--- config.mk ---
export PLATFORM = sky130hd
export DESIGN_NAME = ieeedrv_sd_responder_flat
export DESIGN_NICKNAME = d
export VERILOG_FILES = /design/src/rtl/ieeedrv_pkg.sv /design/src/rtl/ieeedrv_sd_responder_if.sv /design/src/rtl/ieeedrv_sd_responder.sv /design/src/flat_wrapper.sv
export SDC_FILE = /design/constraint.sdc
export NUM_CORES = 1
export LEC_CHECK = 0
export BUFFER_PORTS_ARGS = -buffer_cell sky130_fd_sc_hd__buf_2
export CORE_ASPECT_RATIO = 0.75
export CORE_MARGIN = 2
export CORE_UTILIZATION = 43
export DETAILED_ROUTE_END_ITERATION = 10
export GPL_ROUTABILITY_DRIVEN = 1
export HOLD_SLACK_MARGIN = 0.05
export PLACE_DENSITY = 0.8
export SLEW_MARGIN = 40
export SYNTH_ARGS = -nofsm -noshare
export SYNTH_HDL_FRONTEND = slang
export SYNTH_SLANG_ARGS = --single-unit
--- constraint.sdc ---
create_clock -name clk_sys -period 4.4 [get_ports clk_sys]
set_clock_uncertainty 0.05 [all_clocks]
set_input_delay 1.1 -clock clk_sys [delete_from_list [all_inputs] [get_ports clk_sys]]
set_output_delay 1.1 -clock clk_sys [all_outputs]
set_load 0.1 [all_outputs]
--- src/rtl/ieeedrv_pkg.sv ---
// Shared types and sizes for the IEEE drive subdrive responder.
package ieeedrv_pkg;

    typedef enum logic [1:0] {
        IDLE  = 2'd0,
        REQ   = 2'd1,
        XFER  = 2'd2,
        DRAIN = 2'd3
    } state_t;

    localparam int unsigned BLK_BYTES = 256;
    localparam int unsigned BLK_W     = 6;
    localparam int unsigned ADDR_W    = $clog2(BLK_BYTES);
    localparam int unsigned DATA_W    = 8;
    localparam int unsigned LBA_W     = 32;
    localparam int unsigned TRK_AW    = BLK_W + ADDR_W;

    localparam logic [BLK_W-1:0] BLK_MAX = '1;

endpackage

--- src/rtl/ieeedrv_sd_responder_if.sv ---
// Subdrive request lines, host block channel and track-buffer port of the responder.
interface ieeedrv_sd_responder_if #(
    parameter int unsigned SUBDRV = 2
) ();
    import ieeedrv_pkg::*;

    localparam int unsigned NS = SUBDRV - 1;

    logic [LBA_W-1:0]  sd_lba     [SUBDRV];
    logic [BLK_W-1:0]  sd_blk_cnt [SUBDRV];
    logic [NS:0]       sd_rd;
    logic [NS:0]       sd_wr;
    logic [NS:0]       sd_ack;

    logic [LBA_W-1:0]  hps_lba;
    logic [BLK_W-1:0]  hps_blk_cnt;
    logic              hps_rd;
    logic              hps_wr;
    logic              hps_ack;
    logic [ADDR_W-1:0] hps_buff_addr;
    logic [DATA_W-1:0] hps_buff_dout;
    logic              hps_buff_wr;
    logic [DATA_W-1:0] hps_buff_din;

    logic [TRK_AW-1:0] trk_addr;
    logic [DATA_W-1:0] trk_dout;
    logic [NS:0]       trk_we;
    logic [DATA_W-1:0] trk_din    [SUBDRV];

    // Responder side.
    modport slave (
        input  sd_lba, sd_blk_cnt, sd_rd, sd_wr,
        input  hps_ack, hps_buff_addr, hps_buff_dout, hps_buff_wr,
        input  trk_din,
        output sd_ack, hps_lba, hps_blk_cnt, hps_rd, hps_wr, hps_buff_din,
        output trk_addr, trk_dout, trk_we
    );

    // Subdrives, host and track RAMs seen together.
    modport master (
        output sd_lba, sd_blk_cnt, sd_rd, sd_wr,
        output hps_ack, hps_buff_addr, hps_buff_dout, hps_buff_wr,
        output trk_din,
        input  sd_ack, hps_lba, hps_blk_cnt, hps_rd, hps_wr, hps_buff_din,
        input  trk_addr, trk_dout, trk_we
    );

endinterface

--- src/rtl/ieeedrv_sd_responder.sv ---
// Arbitrates subdrive track transfers onto the host block channel and steers
// host buffer bytes into or out of the winning subdrive's track buffer.
module ieeedrv_sd_responder
    import ieeedrv_pkg::*;
#(
    parameter int unsigned SUBDRV = 2
) (
    input  logic                         clk_sys,
    input  logic                         reset,
    ieeedrv_sd_responder_if.slave        bus,
    output logic                         busy
);

    localparam int unsigned NS    = SUBDRV - 1;
    localparam int unsigned DRV_W = (SUBDRV > 1) ? $clog2(SUBDRV) : 1;

    state_t            state, state_nxt;
    logic [DRV_W-1:0]  drv, drv_nxt;
    logic [DRV_W-1:0]  rr, rr_nxt;
    logic              dir, dir_nxt;
    logic [BLK_W-1:0]  blk, blk_nxt, blk_cur;
    logic              last_byte, last_byte_nxt;
    logic [LBA_W-1:0]  lba, lba_nxt;
    logic [BLK_W-1:0]  cnt, cnt_nxt;
    logic              hrd, hrd_nxt;
    logic              hwr, hwr_nxt;
    logic [NS:0]       ack, ack_nxt;

    logic [NS:0]       req, req_sh, wr_sh;
    logic [DRV_W-1:0]  idx, pick;
    logic              found;
    logic [LBA_W-1:0]  pick_lba;
    logic [BLK_W-1:0]  pick_cnt;
    logic [DATA_W-1:0] din;
    logic              we_en;

    // Round-robin search starting at rr.
    always_comb begin
        req    = bus.sd_rd | bus.sd_wr;
        found  = 1'b0;
        pick   = '0;
        idx    = '0;
        req_sh = '0;
        for (int unsigned i = 0; i < SUBDRV; i++) begin
            idx    = DRV_W'((32'(rr) + i) % SUBDRV);
            req_sh = req >> idx;
            if (!found && req_sh[0]) begin
                found = 1'b1;
                pick  = idx;
            end
        end
        wr_sh = bus.sd_wr >> pick;
    end

    always_comb begin
        pick_lba = '0;
        pick_cnt = '0;
        din      = '0;
        for (int unsigned d = 0; d < SUBDRV; d++) begin
            if (pick == DRV_W'(d)) begin
                pick_lba = bus.sd_lba[d];
                pick_cnt = bus.sd_blk_cnt[d];
            end
            if (drv == DRV_W'(d)) begin
                din = bus.trk_din[d];
            end
        end
    end

    // Block index advances on the 255 -> 0 address wrap, visible in the same cycle.
    always_comb begin
        blk_cur = blk;
        if (state == XFER && last_byte && bus.hps_buff_addr == '0 && blk != BLK_MAX) begin
            blk_cur = blk + BLK_W'(1);
        end
        we_en = (state == XFER) && bus.hps_buff_wr && !dir && (blk_cur <= cnt);
    end

    always_comb begin
        state_nxt     = state;
        drv_nxt       = drv;
        rr_nxt        = rr;
        dir_nxt       = dir;
        blk_nxt       = blk;
        last_byte_nxt = last_byte;
        lba_nxt       = lba;
        cnt_nxt       = cnt;
        hrd_nxt       = hrd;
        hwr_nxt       = hwr;
        ack_nxt       = ack;
        unique case (state)
            IDLE: begin
                if (found) begin
                    drv_nxt   = pick;
                    dir_nxt   = wr_sh[0];
                    lba_nxt   = pick_lba;
                    cnt_nxt   = pick_cnt;
                    hrd_nxt   = !wr_sh[0];
                    hwr_nxt   = wr_sh[0];
                    state_nxt = REQ;
                end
            end
            REQ: begin
                if (bus.hps_ack) begin
                    hrd_nxt       = 1'b0;
                    hwr_nxt       = 1'b0;
                    ack_nxt       = SUBDRV'(1) << drv;
                    blk_nxt       = '0;
                    last_byte_nxt = 1'b0;
                    state_nxt     = XFER;
                end
            end
            XFER: begin
                blk_nxt       = blk_cur;
                last_byte_nxt = (bus.hps_buff_addr == '1);
                if (!bus.hps_ack) begin
                    ack_nxt   = '0;
                    rr_nxt    = DRV_W'((32'(drv) + 32'd1) % SUBDRV);
                    state_nxt = IDLE;
                end
            end
            DRAIN: begin
                if (!bus.hps_ack) begin
                    state_nxt = IDLE;
                end
            end
            default: state_nxt = IDLE;
        endcase
    end

    // Reset while the host still acknowledges parks in DRAIN until it lets go.
    always_ff @(posedge clk_sys) begin
        if (reset) begin
            state     <= bus.hps_ack ? DRAIN : IDLE;
            drv       <= '0;
            rr        <= '0;
            dir       <= 1'b0;
            blk       <= '0;
            last_byte <= 1'b0;
            lba       <= '0;
            cnt       <= '0;
            hrd       <= 1'b0;
            hwr       <= 1'b0;
            ack       <= '0;
        end else begin
            state     <= state_nxt;
            drv       <= drv_nxt;
            rr        <= rr_nxt;
            dir       <= dir_nxt;
            blk       <= blk_nxt;
            last_byte <= last_byte_nxt;
            lba       <= lba_nxt;
            cnt       <= cnt_nxt;
            hrd       <= hrd_nxt;
            hwr       <= hwr_nxt;
            ack       <= ack_nxt;
        end
    end

    assign bus.sd_ack       = ack;
    assign bus.hps_lba      = lba;
    assign bus.hps_blk_cnt  = cnt;
    assign bus.hps_rd       = hrd;
    assign bus.hps_wr       = hwr;
    assign bus.hps_buff_din = din;
    assign bus.trk_addr     = {blk_cur, bus.hps_buff_addr};
    assign bus.trk_dout     = bus.hps_buff_dout;
    assign bus.trk_we       = SUBDRV'(we_en) << drv;
    assign busy             = (state != IDLE);

endmodule

--- src/flat_wrapper.sv ---
// flat-port wrapper written by rule: the top's interface ports become plain ports
module ieeedrv_sd_responder_flat import ieeedrv_pkg::*;
#(
    parameter int unsigned SUBDRV = 2
)
  (clk_sys, reset, busy, bus_sd_lba, bus_sd_blk_cnt, bus_sd_rd, bus_sd_wr, bus_hps_ack, bus_hps_buff_addr, bus_hps_buff_dout, bus_hps_buff_wr, bus_trk_din, bus_sd_ack, bus_hps_lba, bus_hps_blk_cnt, bus_hps_rd, bus_hps_wr, bus_hps_buff_din, bus_trk_addr, bus_trk_dout, bus_trk_we);
  ieeedrv_sd_responder_if #(.SUBDRV(SUBDRV)) bus_i ();
  input  logic clk_sys;
  input  logic reset;
  output logic busy;
  input wire logic [$bits(bus_i.sd_lba)-1:0] bus_sd_lba;
  input wire logic [$bits(bus_i.sd_blk_cnt)-1:0] bus_sd_blk_cnt;
  input wire logic [$bits(bus_i.sd_rd)-1:0] bus_sd_rd;
  input wire logic [$bits(bus_i.sd_wr)-1:0] bus_sd_wr;
  input wire logic [$bits(bus_i.hps_ack)-1:0] bus_hps_ack;
  input wire logic [$bits(bus_i.hps_buff_addr)-1:0] bus_hps_buff_addr;
  input wire logic [$bits(bus_i.hps_buff_dout)-1:0] bus_hps_buff_dout;
  input wire logic [$bits(bus_i.hps_buff_wr)-1:0] bus_hps_buff_wr;
  input wire logic [$bits(bus_i.trk_din)-1:0] bus_trk_din;
  output wire logic [$bits(bus_i.sd_ack)-1:0] bus_sd_ack;
  output wire logic [$bits(bus_i.hps_lba)-1:0] bus_hps_lba;
  output wire logic [$bits(bus_i.hps_blk_cnt)-1:0] bus_hps_blk_cnt;
  output wire logic [$bits(bus_i.hps_rd)-1:0] bus_hps_rd;
  output wire logic [$bits(bus_i.hps_wr)-1:0] bus_hps_wr;
  output wire logic [$bits(bus_i.hps_buff_din)-1:0] bus_hps_buff_din;
  output wire logic [$bits(bus_i.trk_addr)-1:0] bus_trk_addr;
  output wire logic [$bits(bus_i.trk_dout)-1:0] bus_trk_dout;
  output wire logic [$bits(bus_i.trk_we)-1:0] bus_trk_we;
  assign bus_i.sd_lba = {>>{bus_sd_lba}};
  assign bus_i.sd_blk_cnt = {>>{bus_sd_blk_cnt}};
  assign bus_i.sd_rd = bus_sd_rd;
  assign bus_i.sd_wr = bus_sd_wr;
  assign bus_i.hps_ack = bus_hps_ack;
  assign bus_i.hps_buff_addr = bus_hps_buff_addr;
  assign bus_i.hps_buff_dout = bus_hps_buff_dout;
  assign bus_i.hps_buff_wr = bus_hps_buff_wr;
  assign bus_i.trk_din = {>>{bus_trk_din}};
  assign bus_sd_ack = bus_i.sd_ack;
  assign bus_hps_lba = bus_i.hps_lba;
  assign bus_hps_blk_cnt = bus_i.hps_blk_cnt;
  assign bus_hps_rd = bus_i.hps_rd;
  assign bus_hps_wr = bus_i.hps_wr;
  assign bus_hps_buff_din = bus_i.hps_buff_din;
  assign bus_trk_addr = bus_i.trk_addr;
  assign bus_trk_dout = bus_i.trk_dout;
  assign bus_trk_we = bus_i.trk_we;
  ieeedrv_sd_responder #(.SUBDRV(SUBDRV)) u_core (.clk_sys(clk_sys), .reset(reset), .bus(bus_i), .busy(busy));
endmodule
---- Word level (Yosys, flattened, before mapping) ----
Cells that the tools add are included.
Widths: inputs -> output; s select.
word-level totals
  bits in registers ....................... 54
  bits of input ports ..................... 116
  word-level logic and storage cells ...... 79
cells by class
  $add $sub $neg .......................... 3
  order comparisons ....................... 1
  equal/unequal tests ..................... 11
  shift-type cells ........................ 5
  multiplexer cells ....................... 24
  bitwise gates (word level) .............. 2
  reductions and logical operators ........ 22
operators by type and width
  kind                 number
  $mux 32              1
  $mux 6               3
  $mux 2               6
  $pmux 6 s2           1
  $reduce_and 3->1     3
  $eq 8x8->1 const B   1
  $logic_not 8->1      1
  $mux 8               1
  $logic_and 1x1->1    7
  $mux 1               7
  $add 6x1->6 const B  1
  $le 6x6->1           1
  $ne 3x3->1 const B   2
  $ne 6x6->1 const B   1
  $pmux 1 s2           3
  $pmux 2 s3           1
  $reduce_and 2->1     3
  $reduce_bool 2->1    3
  $shr 2x1->1          3
  $eq 2x2->1 const B   2
  $ne 2x2->1 const B   2
  $pmux 2 s2           1
  $logic_not 1->1      3
  $ne 3x2->1 const B   1
  9 further kinds      10

---- Depth between registers and ports, before layout ----
  depth in word-level cells ............... 10
  gate-level depth with buffers ........... 11
  depth with buffers taken out ............ 10

---- Worst setup path after synthesis ----
Ideal clock, no wire load.
  path type ............................... input-to-output
  start ................................... in bus_hps_buff_addr[2]
  end ..................................... out bus_trk_we[0]
  arrival time ............................ 6.530 ns
  path slack .............................. -3.280 ns
  stages on the path ...................... 9
  cell sequence ........................... nor4_4 nand3_2 nor4b_2 xor2_1 ha_1 and4_1 o21ai_0 a31oi_1 nor3b_1
between the ends
  word-level cells in the longest chain between the ends .. 7
ends and longest elaborated chain
  item                            RTL line                     source
  from (decl)                     flat_wrapper.sv:16           input wire logic [$bits(bus_i.hps_buff_addr)-1:0] bus_hps_buff_addr;
  $logic_not 8->1                 ieeedrv_sd_responder.sv:73   if (state == XFER && last_byte && bus.hps_buff_addr == '0 && blk != BLK_MAX) begin
  $logic_and 1x1->1 (2 in a row)  ieeedrv_sd_responder.sv:73
  $mux 6                          ieeedrv_sd_responder.sv:73
  named net bus_trk_addr[13]      flat_wrapper.sv:26           output wire logic [$bits(bus_i.trk_addr)-1:0] bus_trk_addr;
  $le 6x6->1                      ieeedrv_sd_responder.sv:76   we_en = (state == XFER) && bus.hps_buff_wr && !dir && (blk_cur <= cnt);
  $logic_and 1x1->1               ieeedrv_sd_responder.sv:76
  $shl 1x1->2                     ieeedrv_sd_responder.sv:168  assign bus.trk_we = SUBDRV'(we_en) << drv;
  to (decl)                       flat_wrapper.sv:28           output wire logic [$bits(bus_i.trk_we)-1:0] bus_trk_we;
The timed path passes the listed nets, and every way through them passes these cells.

---- Worst setup path in the final report ----
  start ................................... in bus_hps_buff_addr[5]
  end ..................................... out bus_trk_we[0]
between the ends
  word-level cells in the longest chain between the ends .. 7
ends and longest elaborated chain
  item                            RTL line
  $logic_not 8->1                 ieeedrv_sd_responder.sv:73
  $logic_and 1x1->1 (2 in a row)  ieeedrv_sd_responder.sv:73
  $mux 6                          ieeedrv_sd_responder.sv:73
  $le 6x6->1                      ieeedrv_sd_responder.sv:76
  $logic_and 1x1->1               ieeedrv_sd_responder.sv:76
  $shl 1x1->2                     ieeedrv_sd_responder.sv:168
Every way passes these cells.

==> impl_metrics.prom <==
# TYPE chip_impl_metric gauge
chip_impl_metric{name="synthDistinctLibCells",unit=""} 47
chip_impl_info{name="violated_checks",value="setup timing"} 1
chip_impl_info{name="start_kind",value="input pin"} 1
chip_impl_metric{name="final_layout_size_suffix_gt1_frac",unit=""} 0.499
chip_impl_metric{name="synth-seq-cells",unit=""} 54
chip_impl_metric{name="finalNetCount",unit=""} 631
chip_impl_info{name="crit_path_end_kind",value="output port"} 1
chip_impl_metric{name="post_synthesis_mux_area_share",unit=""} 0.161
chip_impl_metric{name="num_rows",unit=""} 26
chip_impl_info{name="tritoncts",value="built"} 1
chip_impl_info{name="grt_setup_unrepaired",value="yes"} 1
chip_impl_metric{name="layout-area-overhead-vs-synth",unit="%"} 43.6
chip_impl_metric{name="grt_start_max_net_pins",unit=""} 78
chip_impl_info{name="synthFlopType",value="sky130_fd_sc_hd__dfxtp_1"} 1
chip_impl_metric{name="switching_share",unit=""} 0.521
chip_impl_metric{name="drtIter0Drc",unit=""} 96
chip_impl_info{name="layout.cells.most_common",value="sky130_fd_sc_hd__buf_2"} 1
chip_impl_metric{name="vias_per_cell",unit=""} 5.06
chip_impl_metric{name="synth_edf_count",unit=""} 2
chip_impl_metric{name="grt_usage",unit=""} 0.207
chip_impl_metric{name="finalWeightedCongestion",unit=""} 0.829
chip_impl_metric{name="power.density_cell_area",unit="nW/µm²"} 432
chip_impl_info{name="synth_top_family_by_area",value="simple AND/OR/NAND/NOR gates"} 1
chip_impl_info{name="cell_at_the_root_of_the_clock_tree",value="sky130_fd_sc_hd__clkbuf_8"} 1
chip_impl_metric{name="drv.max_cap_violation_count",unit=""} 0
chip_impl_info{name="hp-class",value="flip-flop to flip-flop"} 1
chip_impl_metric{name="synthesis.nets",unit=""} 461
chip_impl_metric{name="synth_compound_area_frac",unit=""} 0.167
chip_impl_metric{name="overall_die_height",unit="µm"} 77.1
chip_impl_metric{name="fmax",unit="MHz"} 221
chip_impl_metric{name="die_area",unit="µm²"} 7820
chip_impl_metric{name="drc_violation_count_after_routing",unit=""} 0
chip_impl_metric{name="timing.final.ws_setup",unit="ps"} -133
chip_impl_metric{name="netSwitchingPower",unit="W"} 0.000989
chip_impl_metric{name="timing.critical_path.arrival",unit="ps"} 3380
chip_impl_metric{name="cts_htree_levels",unit=""} 2
chip_impl_metric{name="synth_cells",unit=""} 338
chip_impl_metric{name="syn_area",unit="µm²"} 3060
chip_impl_metric{name="slew-limit-headroom",unit=""} 0.527
chip_impl_metric{name="clkPwrFrac",unit=""} 0.144
chip_impl_metric{name="power",unit="W"} 0.00190
chip_impl_metric{name="cts_made_buffers",unit=""} 5
chip_impl_metric{name="totalWireLength",unit="µm"} 8230
chip_impl_metric{name="seqPwrFrac",unit=""} 0.320
chip_impl_metric{name="floorplan.initialDensity",unit=""} 0.446
chip_impl_metric{name="report.final.setup_viol",unit=""} 2
chip_impl_metric{name="yosys.area_share.simple",unit=""} 0.185
chip_impl_info{name="critPathKind",value="input pin to output port"} 1
chip_impl_metric{name="ctsLongestPathBuffers",unit=""} 2
chip_impl_metric{name="insertedDiodeCount",unit=""} 0
chip_impl_info{name="final_cell_mix",value="sky130_fd_sc_hd__buf_2 (169), sky130_fd_sc_hd__dfxtp_1 (52), sky130_fd_sc_hd__nor2_1 (44)"} 1
chip_impl_metric{name="clkSlewWorstSetupHoldPaths",unit="ps"} 100
chip_impl_metric{name="total_core_area",unit="µm²"} 6860
chip_impl_metric{name="tightest_slew",unit="ps"} 710
chip_impl_metric{name="nFillCells",unit=""} 590
chip_impl_metric{name="yosysWarnings",unit=""} 0
chip_impl_metric{name="comb_power_share",unit=""} 0.537
chip_impl_metric{name="crit_required",unit="ps"} 3250
chip_impl_metric{name="grt_antenna_before_repair",unit=""} 0
chip_impl_metric{name="drtPass1Iterations",unit=""} 4
chip_impl_metric{name="boundaryPins",unit=""} 191
chip_impl_metric{name="post_drt_wl_per_cell",unit="µm"} 13.6
chip_impl_metric{name="routed-via-count",unit=""} 3071
chip_impl_metric{name="placement.io_buffers",unit=""} 174
chip_impl_metric{name="post_synth.cell_area_avg",unit="µm²"} 9.06
chip_impl_metric{name="clock-sinks",unit=""} 54
chip_impl_metric{name="worst_ir_drop_vdd",unit="V"} 0.000309
chip_impl_info{name="run_status",value="complete, but fails checks"} 1
chip_impl_metric{name="intPower",unit="W"} 0.000910
chip_impl_metric{name="grt_pass1_vias",unit=""} 2968
chip_impl_metric{name="final_util",unit=""} 0.641
chip_impl_metric{name="synthArstFlopShare",unit=""} 0
chip_impl_metric{name="slew_violations",unit=""} 0
chip_impl_metric{name="synth-seq-area-share",unit=""} 0.359
chip_impl_metric{name="yosys.area_share.adder",unit=""} 0.0286
chip_impl_metric{name="period_share",unit=""} 1.03
chip_impl_metric{name="static-leakage-power",unit="nW"} 2.16
chip_impl_metric{name="floorplan.die.width",unit="µm"} 101
chip_impl_metric{name="final.min_clock_period",unit="ps"} 4530
chip_impl_metric{name="place.detailed.hpwl",unit="µm"} 6330
chip_impl_metric{name="hold_violations",unit=""} 0
chip_impl_metric{name="clock_latency",unit="ps"} 300
chip_impl_metric{name="grt_overflow",unit=""} 0
chip_impl_metric{name="worst-path-max-fanout",unit=""} 3
chip_impl_metric{name="postCtsHoldBufs",unit=""} 0
chip_impl_metric{name="wire_length_of_the_first_global_routing_pass",unit="µm"} 13200
chip_impl_metric{name="final_antenna_net_count",unit=""} 0
chip_impl_metric{name="synth_xor_xnor_area_share",unit=""} 0.00858
-- power groups by stage --
stage / sequential (W) / clock (W) / combinational, W
2_1_floorplan: 0.00107 / 0 / 0.000398
3_3_place_gp: 0.000615 / 0 / 0.000974
3_5_place_dp: 0.000617 / 0 / 0.000989
4_1_cts: 0.000607 / 0.000288 / 0.00100
5_1_grt: 0.000619 / 0.000306 / 0.00106
6_report: 0.000607 / 0.000273 / 0.00102
-- per-stage QoR --
stage	cells	hold slack [ps]	setup TNS [ps]	worst slack [ps]	instance area, µm²
global placement	589	396	-417	-214	4120
global route	607	445	-477	-254	4400
CTS	602	416	-261	-164	4300
finish	607	416	-252	-133	4400
floorplan	338	386	-1760	-902	3180
detailed placement	589	401	-556	-284	4120
-- sequential cells by signal, indices dropped and copies added, names as in the netlist --
signal                  cells
u_core.blk                  6
u_core.bus.hps_blk_cnt      6
u_core.bus.hps_lba         32
u_core.bus.hps_rd           1
u_core.bus.hps_wr           1
u_core.bus.sd_ack           2
u_core.dir                  1
u_core.drv                  1
u_core.last_byte            1
u_core.rr                   1
u_core.state                2
-- what timing repair did --
action | in CTS | in global routing
setup buffers | 5 | 4
pin swaps | 8 | 10
resized for setup | 11 | 12
setup endpoints to repair | 2 | 2
gates cloned | 0 | 0
-- per-layer routing --
layer,vias up,GRT usage,part of all wire
li1,1546,-,-
met1,1388,0.248,0.41
met2,127,0.354,0.49
met3,10,0.0611,0.087
met4,0,0.0676,0.013
met5,-,0,0
-- synth_stat cells, drive strengths merged (3+ instances only) --
cell type   n  area share
a21o        3      0.0074
o21ai       8       0.014
or4         4      0.0098
dfxtp      52        0.34
xor2        3      0.0086
nand2      15       0.018
mux2       10       0.037
clkbuf      8      0.0098
nor2       49       0.060
nor3b       3      0.0074
a211oi     39       0.096
or2         3      0.0061
nand3      11       0.020
nor3        4      0.0082
buf        32       0.072
a21oi       8       0.013
nand2b      6       0.012
inv         7      0.0086
mux2i      38        0.12
ha          7       0.029
-- cell type report --
class                      instances  area, µm²  area share
sequential                        54       1100       0.250
timing repair buffer             203       1140       0.260
multi-input combinational        237       1920       0.436
tap                               98        123      0.0279
clock inverter                     2       13.8     0.00313
inverter                           7       26.3     0.00597
clock buffer                       6       72.6      0.0165
-- logic make-up after synthesis --
family | count (synthesis)
simple gates | 109
xor+xnor | 3
compound gates | 70
mux | 48
fa+ha+maj | 7
buf+inv | 47
flops | 54
-- worst paths after layout --
path	depth (start not counted)	slack, ps	to	startpoint
max	11	-130	bus_trk_we[0]	bus_hps_buff_addr[5]
min	2	420	u_core.dir	u_core.dir
max reg2reg	5	2250	u_core.bus.hps_blk_cnt[0]	u_core.state[1]
min reg2reg	2	420	u_core.dir	u_core.dir
-- critical path, stage by stage --
cell and delay, ps:
sky130_fd_sc_hd__buf_6 100, sky130_fd_sc_hd__nor4_4 310, sky130_fd_sc_hd__nand3_2 170, sky130_fd_sc_hd__nor4b_4 380
sky130_fd_sc_hd__xor2_4 130, sky130_fd_sc_hd__ha_4 300, sky130_fd_sc_hd__and4_4 220, sky130_fd_sc_hd__and3_4 190
sky130_fd_sc_hd__a31oi_4 40, sky130_fd_sc_hd__nor3b_4 240, sky130_fd_sc_hd__buf_12 200
Power figures use the tool's default switching activity.
